File: src/rtl/sc_pkg.sv
// Shared stochastic-computing definitions: widths, LFSR polynomial and SNG state encoding.
package sc_pkg;

    localparam int unsigned WIDTH = 8;
    localparam int unsigned LEN   = (1 << WIDTH) - 1;

    // x^8+x^6+x^5+x^4+1 in taps form: feedback from b7, b5, b4, b3
    localparam logic [WIDTH-1:0] LFSR_TAPS    = 8'hB8;
    localparam logic [WIDTH-1:0] DEFAULT_SEED = 8'hB8;

    typedef enum logic [1:0] {IDLE, RUN, DONE} sng_state_t;

    function automatic logic [WIDTH-1:0] step_lfsr(input logic [WIDTH-1:0] s);
        return {s[WIDTH-2:0], ^(s & LFSR_TAPS)};
    endfunction

endpackage

File: src/rtl/sc_lfsr.sv
// Maximal-length Fibonacci LFSR with synchronous load; load wins over step.
module sc_lfsr
    import sc_pkg::*;
(
    input  logic             clk,
    input  logic             rst,
    input  logic             load,
    input  logic             step,
    input  logic [WIDTH-1:0] seed_in,
    output logic [WIDTH-1:0] state_out
);

    logic [WIDTH-1:0] lfsr_q, lfsr_d;

    always_comb begin
        lfsr_d = lfsr_q;
        if (load) begin
            lfsr_d = seed_in;
        end else if (step) begin
            lfsr_d = step_lfsr(lfsr_q);
        end
    end

    always_ff @(posedge clk) begin
        if (!rst) begin
            lfsr_q <= '0;
        end else begin
            lfsr_q <= lfsr_d;
        end
    end

    assign state_out = lfsr_q;

endmodule

File: src/rtl/sc_sng.sv
// Stochastic number generator: emits a 255-bit unipolar stream whose ones-count equals value.
module sc_sng #(
    parameter int unsigned         WIDTH        = sc_pkg::WIDTH,
    parameter logic [WIDTH-1:0]    DEFAULT_SEED = sc_pkg::DEFAULT_SEED
) (
    input  logic             clk,
    input  logic             rst,
    input  logic             start,
    input  logic [WIDTH-1:0] value,
    input  logic [WIDTH-1:0] seed,
    input  logic             hold,
    output logic             sbit,
    output logic             sbit_valid,
    output logic             sbit_last,
    output logic             busy,
    output logic             done,
    output logic [WIDTH-1:0] lfsr_dbg
);

    import sc_pkg::*;

    localparam int unsigned      LEN  = (2 ** WIDTH) - 1;
    localparam logic [WIDTH-1:0] LAST = WIDTH'(LEN - 1);

    sng_state_t       state_q, state_d;
    logic [WIDTH-1:0] value_q, value_d;
    logic [WIDTH-1:0] cnt_q, cnt_d;
    logic [WIDTH-1:0] lfsr;
    logic [WIDTH-1:0] seed_eff;
    logic             lfsr_load, lfsr_step;

    // A zero seed would lock the LFSR at zero, so substitute a known nonzero one
    assign seed_eff = (seed == '0) ? DEFAULT_SEED : seed;

    always_comb begin
        state_d   = state_q;
        value_d   = value_q;
        cnt_d     = cnt_q;
        lfsr_load = 1'b0;
        lfsr_step = 1'b0;
        unique case (state_q)
            IDLE: begin
                if (start) begin
                    state_d   = RUN;
                    value_d   = value;
                    cnt_d     = '0;
                    lfsr_load = 1'b1;
                end
            end
            RUN: begin
                if (!hold) begin
                    if (cnt_q == LAST) begin
                        state_d = DONE;
                    end else begin
                        lfsr_step = 1'b1;
                        cnt_d     = cnt_q + WIDTH'(1);
                    end
                end
            end
            DONE:    state_d = IDLE;
            default: state_d = IDLE;
        endcase
    end

    always_ff @(posedge clk) begin
        if (!rst) begin
            state_q <= IDLE;
            value_q <= '0;
            cnt_q   <= '0;
        end else begin
            state_q <= state_d;
            value_q <= value_d;
            cnt_q   <= cnt_d;
        end
    end

    sc_lfsr u_lfsr (
        .clk       (clk),
        .rst       (rst),
        .load      (lfsr_load),
        .step      (lfsr_step),
        .seed_in   (seed_eff),
        .state_out (lfsr)
    );

    // Each LFSR state 1..LEN appears once, so the comparator yields exactly value_q ones
    assign sbit       = (state_q == RUN) && (value_q >= lfsr);
    assign sbit_valid = (state_q == RUN) && !hold;
    assign sbit_last  = sbit_valid && (cnt_q == LAST);
    assign busy       = (state_q != IDLE);
    assign done       = (state_q == DONE);
    assign lfsr_dbg   = lfsr;

endmodule
File: config.mk
export PLATFORM = sky130hd
export DESIGN_NAME = sc_sng
export DESIGN_NICKNAME = d
export VERILOG_FILES = /design/src/rtl/sc_pkg.sv /design/src/rtl/sc_lfsr.sv /design/src/rtl/sc_sng.sv
export SDC_FILE = /design/constraint.sdc
export NUM_CORES = 1
export LEC_CHECK = 0
export BUFFER_PORTS_ARGS = -buffer_cell sky130_fd_sc_hd__buf_4
export CAP_MARGIN = 20
export CORE_UTILIZATION = 30
export DETAILED_ROUTE_END_ITERATION = 12
export PLACE_DENSITY = 0.53
export SLEW_MARGIN = 20
export SYNTH_ARGS = -nofsm -noshare
export SYNTH_HDL_FRONTEND = slang
export SYNTH_SLANG_ARGS = --single-unit
export TNS_END_PERCENT = 1
File: constraint.sdc
create_clock -name clk -period 2.54 [get_ports clk]
set_clock_uncertainty 0.1 [all_clocks]
set_input_delay 0.508 -clock clk [delete_from_list [all_inputs] [get_ports clk]]
set_output_delay 0.508 -clock clk [all_outputs]
set_load 0.01 [all_outputs]
==> qor.yml <==
sta:
  timing.fmax_mhz: 397
  rsz0062_at_grt: "true"
  fin_tns_setup_ns: 0
  slew_headroom: 0.659
  report.final.slew_viol_count: 0
  finalCriticalPeriod_ns: 2.52
  finalCritPeriodShare: 0.991
  setup_viol: 0
  tightest_slew_ns: 0.512
  hold_viol_final: 0
finish:
  drive_above_1_share: 0.278
  antenna_cells: 0
  fin_nets: 243
  area_growth_pct: 29.9
  n_fill_cell: 473
synth:
  yosysWarnings: 0
  synth.distinct_cells: 38
  netlist_area_mm2: 0.00146
  synth_edf_count: 0
  synth_largest_area_cell: "dfxtp_1"
  synth_flop_cell: "dfxtp_1"
  ys_ff_latch: 26
  avgSynthCellArea_um2: 8.31
  synth_commonest_cells: "dfxtp_1, nand2_1, a21oi_1, inv_1, nand3_1"
  synth_top_area_frac: 0.356
  synth_area_leaders: "dfxtp_1, ha_1, a21oi_1, nand2_1, nand3_1"
  async_reset_ff_frac: 0
  syn_nets: 206
  synth-seq-area-share: 0.356
  synth_most_common_cell: "dfxtp_1"
  syn_inst: 176
clocking:
  tritoncts: "yes"
  clkLatencyLatePin_ns: 0.28
  cts_buffer_depth: 2
  cts_max_level: 1
  path_clk_slew_ns: 0.10
  cts_inserted_buffers: 3
  cts.sinks: 26
  cts_root_buffer: "clkbuf_8"
worst_setup_path:
  crit_type: "reg2out"
  r2r_setup_slack_ns: 0.56
  cp-start-kind: "flip-flop"
  end_kind: "output pin"
  worstPathArrival_ns: 1.91
  path_max_fanout: 3
  reg2reg_depth: 7
  worstPathRequired_ns: 1.93
power_and_ir_drop:
  power_density_mw_per_mm2: 547
  p_leak_nw: 0.772
  ir_drop_mv: 0.201
  total_power_mw: 1.04
floorplanning:
  die-area_mm2: 0.00516
  core_area_mm2: 0.00469
  dieWidth_um: 71.8
  die_height_um: 71.8
  row_count: 25
  initial_core_util: 0.312
  io_pins: 33
place:
  port_buffers: 32
  gp_congestion: 0.777
  hpwl_mm: 2.71
grt:
  grt_overflow: 0
  grt_pass1_vias: 1209
  grt_pass1_wl_mm: 6.04
  antenna_found_initial: 0
  grtUsageTotal: 0.150
  grt_max_degree: 16
worst_hold_path:
  hold_depth: 2
  hold_class: "reg2reg"
detailed_routing:
  final_antenna_net_count: 0
  routed-via-count: 1392
  firstDrtPassIters: 4
  vias_per_cell: 5.23
  drtIter0Drc: 75
  wl_per_cell_um: 14.1
  wl_mm: 3.76
  drc: 0
outcome:
  status: "completed"
job:
  drv_cap: 0
[logic make-up after synthesis]
logic type	Yosys count	synth area share
simple gates	66	0.248
compound gates	51	0.226
flops	26	0.356
buf+inv	20	0.0667
fa+ha+maj	10	0.0855
xor+xnor	3	0.0180
[flip-flops by register name (all words and copies together) (netlist names)]
name / flops
cnt_q: 8
u_lfsr.state_out: 8
value_q: 8
state_q: 2
[path summary, 6_finish.rpt]
kind                      to           startpoint
hold / removal    value_q[5]           value_q[5]
setup reg to reg    cnt_q[5]             cnt_q[0]
hold reg to reg   value_q[5]           value_q[5]
setup / recovery        sbit  u_lfsr.state_out[0]
[per-layer routing]
| metal | up-vias | GRT usage | part of all wire |
|---|---|---|---|
| met5 | - | 0 | 0 |
| met4 | 0 | 0.0392 | 0.0077 |
| met3 | 4 | 0.0352 | 0.045 |
| met2 | 31 | 0.226 | 0.44 |
| met1 | 648 | 0.214 | 0.51 |
| li1 | 709 | - | - |
[layout by cell type (no fill, tap or decap), drive strengths merged, types with 2 or more instances in the layout]
| cell type | netlist | layout |
|---|---|---|
| buf | 4 | 40 |
| dfxtp | 26 | 26 |
| nand2 | 19 | 19 |
| a21oi | 18 | 18 |
| nand3 | 12 | 12 |
| inv | 12 | 12 |
| ha | 10 | 10 |
| o21ai | 10 | 10 |
| o31ai | 8 | 8 |
| nor2 | 7 | 7 |
| nor2b | 4 | 4 |
| or4 | 4 | 4 |
| or3 | 4 | 4 |
| a211oi | 4 | 4 |
| nand2b | 4 | 4 |
| clkbuf | 4 | 3 |
| nor3 | 3 | 3 |
| a21o | 2 | 2 |
| a31oi | 2 | 2 |
| or2 | 2 | 2 |
| xor2 | 2 | 2 |
| nor3b | 2 | 2 |
| nand4 | 2 | 2 |
| o311ai | 2 | 2 |
[critical path, stage by stage (launching register included)]
cell	delay [ns]
dfxtp_4	0.37
ha_4	0.23
nand2b_4	0.13
a2111o_1	0.39
a311oi_2	0.30
nor3_2	0.06
buf_4	0.15
[area by class of cell]
cell class              instances  area (um^2)  area share
clock inverters                 1         30.0      0.0158
multi-input cells             130          888       0.467
clock buffers                   3         41.3      0.0217
flip-flops and latches         26          528       0.278
inverters                      12         45.0      0.0237
repair buffers                 40          300       0.158
well taps                      54         67.6      0.0355
[timing repair]
action,in CTS,in global routing
setup buffers,0,2
pin swaps,1,3
setup endpoints to repair,1,1
resized for setup,1,11
hold buffers,0,0
[power by group]
| part | internal (mW) | switching (mW) | total, mW |
|---|---|---|---|
| clock network | 0.211 | 0.142 | 0.354 |
| logic | 0.113 | 0.122 | 0.234 |
| registers | 0.431 | 0.0203 | 0.451 |
[per-stage QoR]
stage	instances	instance area [um^2]	hold WS, ns	setup slack, ns	utilization
after floorplan	176	1460	0.336	0.425	-
final	266	1900	0.364	0.0233	0.405
after global routing	266	1900	0.366	-0.0416	0.405
after detailed placement	260	1760	0.355	0.279	0.376
after CTS	264	1840	0.362	0.00604	0.391
after global placement	260	1760	0.350	0.297	0.376
(Power assumes the default switching activity.)
